<file path="src/rtl/psum_drain_sched.sv">
// Drains per-column psum FIFOs into a single raster-ordered output stream.
// Row r is taken from FIFO (r mod G_ARRAY_WIDTH); one registered output beat with valid/ready.
module psum_drain_sched #(
    parameter int G_ARRAY_WIDTH = 4,
    parameter int G_DATA_WIDTH  = 16,
    parameter int G_OUT_HEIGHT  = 24,
    parameter int G_OUT_WIDTH   = 24,
    localparam int ROW_W = (G_OUT_HEIGHT  > 1) ? $clog2(G_OUT_HEIGHT)  : 1,
    localparam int COL_W = (G_OUT_WIDTH   > 1) ? $clog2(G_OUT_WIDTH)   : 1,
    localparam int SEL_W = (G_ARRAY_WIDTH > 1) ? $clog2(G_ARRAY_WIDTH) : 1
) (
    input  logic                                       clk_i,
    input  logic                                       rst_i,
    input  logic                                       start_i,
    input  logic [0:G_ARRAY_WIDTH-1]                   psum_empty_i,
    input  logic [0:G_ARRAY_WIDTH-1][G_DATA_WIDTH-1:0] psum_i,
    output logic [0:G_ARRAY_WIDTH-1]                   psum_rd_en_o,
    output logic [G_DATA_WIDTH-1:0]                    out_data_o,
    output logic [ROW_W-1:0]                           out_row_o,
    output logic [COL_W-1:0]                           out_col_o,
    output logic                                       out_vld_o,
    input  logic                                       out_rdy_i,
    output logic                                       out_last_o,
    output logic                                       busy_o,
    output logic                                       done_o
);

    localparam logic [ROW_W-1:0] ROW_MAX = ROW_W'(G_OUT_HEIGHT - 1);
    localparam logic [COL_W-1:0] COL_MAX = COL_W'(G_OUT_WIDTH - 1);
    localparam logic [SEL_W-1:0] SEL_MAX = SEL_W'(G_ARRAY_WIDTH - 1);

    typedef enum logic [1:0] {
        ST_IDLE,
        ST_DRAIN,
        ST_DONE
    } state_t;

    state_t             state_q;
    state_t             state_d;
    logic [ROW_W-1:0]   row_q;
    logic [COL_W-1:0]   col_q;
    logic [SEL_W-1:0]   sel_q;
    logic               drained_q;
    logic               out_free;
    logic               pop;
    logic               at_last;
    logic               start_layer;

    assign start_layer = (state_q == ST_IDLE) && start_i;
    assign at_last     = (row_q == ROW_MAX) && (col_q == COL_MAX);
    assign out_free    = !out_vld_o || out_rdy_i;
    // drained_q blocks further pops once the final word has been taken
    assign pop         = (state_q == ST_DRAIN) && !drained_q && out_free
                         && !psum_empty_i[sel_q];

    always_ff @(posedge clk_i or posedge rst_i) begin
        if (rst_i) begin
            state_q <= ST_IDLE;
        end else begin
            state_q <= state_d;
        end
    end

    always_comb begin
        state_d = state_q;
        case (state_q)
            ST_IDLE: begin
                if (start_i) begin
                    state_d = ST_DRAIN;
                end
            end
            ST_DRAIN: begin
                if (out_vld_o && out_rdy_i && out_last_o) begin
                    state_d = ST_DONE;
                end
            end
            ST_DONE: begin
                state_d = ST_IDLE;
            end
            default: begin
                state_d = ST_IDLE;
            end
        endcase
    end

    always_comb begin
        psum_rd_en_o = '0;
        for (int unsigned i = 0; i < G_ARRAY_WIDTH; i++) begin
            psum_rd_en_o[i] = pop && (sel_q == SEL_W'(i));
        end
        busy_o = (state_q != ST_IDLE);
        done_o = (state_q == ST_DONE);
    end

    always_ff @(posedge clk_i or posedge rst_i) begin
        if (rst_i) begin
            row_q     <= '0;
            col_q     <= '0;
            sel_q     <= '0;
            drained_q <= 1'b0;
        end else if (start_layer) begin
            row_q     <= '0;
            col_q     <= '0;
            sel_q     <= '0;
            drained_q <= 1'b0;
        end else if (pop) begin
            if (at_last) begin
                drained_q <= 1'b1;
            end else if (col_q == COL_MAX) begin
                col_q <= '0;
                row_q <= row_q + ROW_W'(1);
                if (sel_q == SEL_MAX) begin
                    sel_q <= '0;
                end else begin
                    sel_q <= sel_q + SEL_W'(1);
                end
            end else begin
                col_q <= col_q + COL_W'(1);
            end
        end
    end

    always_ff @(posedge clk_i or posedge rst_i) begin
        if (rst_i) begin
            out_vld_o  <= 1'b0;
            out_last_o <= 1'b0;
            out_data_o <= '0;
            out_row_o  <= '0;
            out_col_o  <= '0;
        end else if (pop) begin
            out_vld_o  <= 1'b1;
            out_last_o <= at_last;
            out_data_o <= psum_i[sel_q];
            out_row_o  <= row_q;
            out_col_o  <= col_q;
        end else if (out_rdy_i) begin
            out_vld_o  <= 1'b0;
            out_last_o <= 1'b0;
        end
    end

endmodule

</file>
<file path="config.mk">
export PLATFORM = sky130hd
export DESIGN_NAME = psum_drain_sched
export DESIGN_NICKNAME = d
export VERILOG_FILES = /design/src/rtl/psum_drain_sched.sv
export SDC_FILE = /design/constraint.sdc
export NUM_CORES = 1
export LEC_CHECK = 0
export ABC_AREA = 1
export CAP_MARGIN = 25
export CELL_PAD_IN_SITES_DETAIL_PLACEMENT = 1
export CELL_PAD_IN_SITES_GLOBAL_PLACEMENT = 2
export CORE_UTILIZATION = 25
export CTS_CLUSTER_DIAMETER = 100
export DETAILED_ROUTE_END_ITERATION = 12
export PLACE_DENSITY_LB_ADDON = 0.1
export SLEW_MARGIN = 40
export SYNTH_ARGS = -nofsm -noshare
export SYNTH_HDL_FRONTEND = slang
export SYNTH_SLANG_ARGS = --single-unit
</file>
<file path="constraint.sdc">
create_clock -name clk_i -period 2.5 [get_ports clk_i]
set_input_delay 0.375 -clock clk_i [delete_from_list [all_inputs] [get_ports clk_i]]
set_output_delay 0.375 -clock clk_i [all_outputs]
set_load 0.02 [all_outputs]
</file>
After elaboration in Yosys (flattened, before gate mapping)
Cells that the tools add are included.
{ "classes": {"add_sub_neg": 3, "eq_ne": 10, "order_cmp": 1, "reduce_logical": 26, "bitwise": 1, "n_mux": 28} }
{ "op_table": {"columns": ["operator", "n"], "rows": [
  ["$mux 5", 8],
  ["$bmux 16 s2", 1],
  ["$mux 16", 2],
  ["$mux 2", 7],
  ["$logic_and 1x1->1", 11],
  ["$add 5x1->5 const B", 2],
  ["$eq 5x5->1 const B", 2],
  ["$reduce_bool 2->1", 5],
  ["$mux 1", 8],
  ["$eq 2x2->1 const B", 3],
  ["$reduce_and 2->1", 3],
  ["$eq 2x1->1 const B", 2],
  ["$logic_not 2->1", 2],
  ["$ne 2x1->1 const B", 2],
  ["$pmux 2 s2", 1],
  ["$ge 3x3->1 const B", 1],
  ["$logic_not 1->1", 3],
  ["$not 2->3", 1],
  ["$reduce_and 3->1", 1],
  ["$add 2x1->2 const B", 1],
  ["$bmux 1 s2", 1],
  ["$ne 2x2->1 const B", 1],
  ["$logic_or 1x1->1", 1]
]} }
{ "totals": {"input_bits": 72, "reg_bits": 43} }

Depth between registers and ports, before layout
{ "logic_depth": {"word_depth": 8, "ltp_mapped": 9, "ltp_nobuf": 9} }

Worst setup path before layout
No wires, ideal clock.
{ "synth_path": {"path_kind": "reg-to-output", "startpoint": "register sel_q[0]", "endpoint": "output psum_rd_en_o[0] (netlist name)", "path_buffers": 3, "stages_incl_launch_ff": 9, "arrival_ns": 1.409, "path_slack_ns": 0.716, "path_cell_list": "dfrtp_1 > buf_6 > inv_4 > nand2_2 > nand3_2 > nand3_2 > buf_6 > buf_4 > nor2_1"} }
{ "synth_between": {"elab_chain_len": 7, "word_cells_on_any_way": 8} }
{ "synth_rtl": {"columns": ["element", "line_no", "source"], "rows": [
  ["start, declared", "42", "logic [SEL_W-1:0] sel_q;"],
  ["start signal, assigned", "115", "sel_q <= sel_q + SEL_W'(1);"],
  ["$not 2->3 (implied by the code)", "54", "&& !psum_empty_i[sel_q];"],
  ["$bmux 1 s2", "54", null],
  ["$mux 1 (implied by the code) (2 in a row)", "54", null],
  ["$logic_not 1->1", "54", null],
  ["$logic_and 1x1->1", "54", null],
  ["$logic_and 1x1->1 *", "89", "psum_rd_en_o[i] = pop && (sel_q == SEL_W'(i));"],
  ["end, declared", "17", "output logic [0:G_ARRAY_WIDTH-1] psum_rd_en_o,"]
]} }
Mark *: on every way between the ends. The rest lies on a longest branch, timed or not. The select of a mux whose other input is x is not followed.

Worst setup path in the final report
{ "layout_path": {"startpoint": "input out_rdy_i", "endpoint": "output psum_rd_en_o[2] (netlist name)"} }
{ "layout_between": {"elab_chain_len": 4} }
{ "layout_rtl": {"columns": ["element", "line_no", "source"], "rows": [
  ["start, declared", "22", "input logic out_rdy_i,"],
  ["$logic_or 1x1->1", "51", "assign out_free = !out_vld_o || out_rdy_i;"],
  ["$logic_and 1x1->1", "53", "assign pop = (state_q == ST_DRAIN) && !drained_q && out_free"],
  ["$logic_and 1x1->1", "54", null],
  ["$logic_and 1x1->1", "89", null]
]} }
Every way passes these cells.

==> metrics.csv <==
stage;metric;value;unit
run_status;status;finished, final reports clean;
critical_path;cp_top_family;buffers and inverters;
place;dp_slack;-33.3;ps
job;drv_cap;0;
hold_path;hold_class;input pin to async pin;
global_routing;grt_pass1_vias;2915;
floorplanning;fp.dieW;104;µm
pwr;pwr-share-clk;0.099;
synthesis;netlist_top_cells_area;dfrtp_1 (42%), nand2_1 (12%), nand3_1 (8.9%), nor2_1 (7.3%), o21ai_0 (6.8%);
critical_path;startpoint_type;input pin;
place;port_buffers;105;
cells_and_area;final_common_cell;clkdlybuf4s50_1;
global_routing;grt_max_degree;33;
routing;routedWlPerCell;15.3;µm
critical_path;path_class;input pin to output port;
cells_and_area;syn_to_final_growth;50.4;%
critical_path;slowest_delay;480;ps
cells_and_area;n_fill_cell;1201;
synthesis;synth_seq_cells;43;
sta;fin_crit;2220;ps
sta;holdWs;463;ps
place;dpl.hpwl;6810;µm
clocking;cts-root-buf;clkbuf_8;
sta;fin_skew;6.36;ps
sta;post-route-period-util;0.889;
sta;tightest_slew;584;ps
floorplanning;coreArea;9860;µm²
pwr;powerDensity;1140;nW/µm²
routing;via_count;2750;
routing;drc;0;
synthesis;yosysTopAreaCellShare;0.417;
place;postPlaceCellArea;3790;µm²
floorplanning;initial_utilization;0.261;
pwr;power_switching;2.11;mW
critical_path;cp-startpoint;out_rdy_i;
floorplanning;io_pins;106;
routing;viasPerCell;4.63;
pwr;ir_drop;503;µV
pwr;seqPwrFrac;0.287;
synthesis;synth_area;2580;µm²
critical_path;cp_num_cells;8;
cells_and_area;drive_gt1_frac;0.0911;
floorplanning;fp-row-count;36;
sta;drv_slew;0;
routing;routed_wl;9100;µm
global_routing;grt_pass1_wl;15400;µm
floorplanning;die_y;104;µm
global_routing;gr-usage-met2;0.304;
critical_path;path_max_fanout;7;
sta;hold_viol;0;
clocking;clockBufferDepth;2;
cells_and_area;final_cells;594;
cells_and_area;postLayoutCellArea;3880;µm²
pwr;swShare;0.475;
critical_path;crit_chain;clkdlybuf4s50_1 > inv_1 > nand2_1 > inv_1 > nor2_1 > nand3_2 > nor2_1 > dlygate4sd2_1;
sta;fin_ws;279;ps
synthesis;synth_cell_type_count;26;
critical_path;crit_slowest_cell;clkdlybuf4s50_1;
place;gp_congestion;0.798;
synthesis;ys_async_sr_fraction;1.00;
routing;first_iter_violations;114;
global_routing;grt_usage;0.177;
sta;max-slew-margin-rel;0.610;
sta;fmax;0.450;GHz
cells_and_area;num_antenna_cells;0;
clocking;htree_levels;2;
critical_path;reg2reg_depth;9;
global_routing;grt_use_met1;0.233;
clocking;clkLatencyLatePin;290;ps
synthesis;avgSynthCellArea;7.34;µm²
clocking;cts_buffers;5;
critical_path;critPathBufInv;4;
synthesis;synth_largest_area_cell;dfrtp_1;
global_routing;grtUsageMet3;0.0308;
place;placedCellCount;585;
floorplanning;fp.dieArea;10700;µm²
synthesis;seq_area_frac_synth;0.417;
critical_path;regToRegStartpoint;sel_q[0];
pwr;p_leak;1.81;nW
synthesis;netlist_instances;351;
global_routing;antenna_found_initial;0;
pwr;p_int;2.33;mW
synthesis;yosysWarnings;0;
pwr;finalPower;4.43;mW
cells_and_area;nets;538;
synthesis;synth_edf_count;0;
sta;setup_viol;0;
critical_path;endpoint_kind;output port;
clocking;cts.sinks;43;
global_routing;top_usage_layer;met2;
cells_and_area;layout_common_cells;clkdlybuf4s50_1 (101), nand2_1 (85), nor2_1 (50);
clocking;cts_tree;done;
pwr;power_frac_comb;0.614;
clocking;ctsHoldBuffers;0;
global_routing;grt-ovfl-total;0;
sta;rsz0062_at_grt;no;
synthesis;ys.flop_type;dfrtp_1;
routing;firstDrtPassIters;4;
routing;drtAntennaViolNets;0;
critical_path;crit_arrival;1850;ps
synthesis;syn-num-nets;429;
critical_path;cp.required;2120;ps
clocking;clk_pin_slew;80;ps
through the flow:
stage,util,TNS (ps)
CTS,0.393,0
floorplan,-,0
global placement,0.384,-39.2
detailed placement,0.384,-63.6
global route,0.393,0
finish,0.393,0
cell type report:
class	instances	area, µm²	area share
clock buffer	7	76.3	0.0197
inverter	26	104	0.0268
multi-input combinational	263	1270	0.328
sequential	43	1080	0.278
tap	133	166	0.0429
clock inverter	1	5.00	0.00129
timing repair buffer	121	1180	0.304
cell families (layout without fill, tap and decap cells):
group | Yosys count | count (layout) | synth area share
buf+inv | 45 | 155 | 0.0898
fa+ha+maj | 6 | 6 | 0.0291
flops | 43 | 43 | 0.417
compound gates | 57 | 57 | 0.123
xor+xnor | 2 | 2 | 0.00680
simple gates | 198 | 198 | 0.334
power by group through the flow:
stage                     Sequential (mW)  Clock (mW)  Combinational (mW)
after floorplan                      1.45           0                1.53
after global placement               1.28           0                2.74
after detailed placement             1.29           0                2.77
after CTS                            1.28       0.467                2.79
after global routing                 1.32       0.492                3.04
final                                1.27       0.440                2.72
registers in the layout, summed over array words and instances (netlist names):
name,flops
drained_q,1
out_data_o,16
col_q,5
out_col_o,5
state_q,2
row_q,5
out_vld_o,1
out_last_o,1
out_row_o,5
sel_q,2
final timing paths:
check                                       end  slack [ps]
worst max-delay path            psum_rd_en_o[2]         280
worst min-delay path                   sel_q[1]         460
worst max register to register         col_q[1]         540
worst min register to register   out_data_o[10]         480
max in group asynchronous          out_row_o[0]        1460
min in group clk_i               out_data_o[10]         480
per-layer routing:
layer | vias up | part of all wire
met5 | - | 0
met4 | 0 | 0.0051
met3 | 5 | 0.033
met2 | 63 | 0.49
met1 | 1321 | 0.48
li1 | 1361 | -
synthesized netlist by cell type, types with 2 or more instances:
library cell	number
a21oi_1	2
buf_2	6
buf_4	2
buf_6	6
clkbuf_1	4
dfrtp_1	43
ha_1	6
inv_1	22
inv_2	3
nand2_1	85
nand2_2	5
nand3_1	46
nand3_2	3
nor2_1	50
nor2_2	2
nor3_1	4
o21ai_0	35
o21ai_1	3
o22ai_1	16
xor2_1	2
worst reg2reg max path, delay by kind of cell, from the launching register on:
family	cells	cell delay (ps)
buffers and inverters	2	400
DFF	1	520
and+or+nand+nor	7	930
what timing repair did:
item                       CTS  global route
resized for setup            6             0
setup buffers                1             0
setup endpoints to repair    4             0
Note: power is estimated with default switching activity, not from simulation.
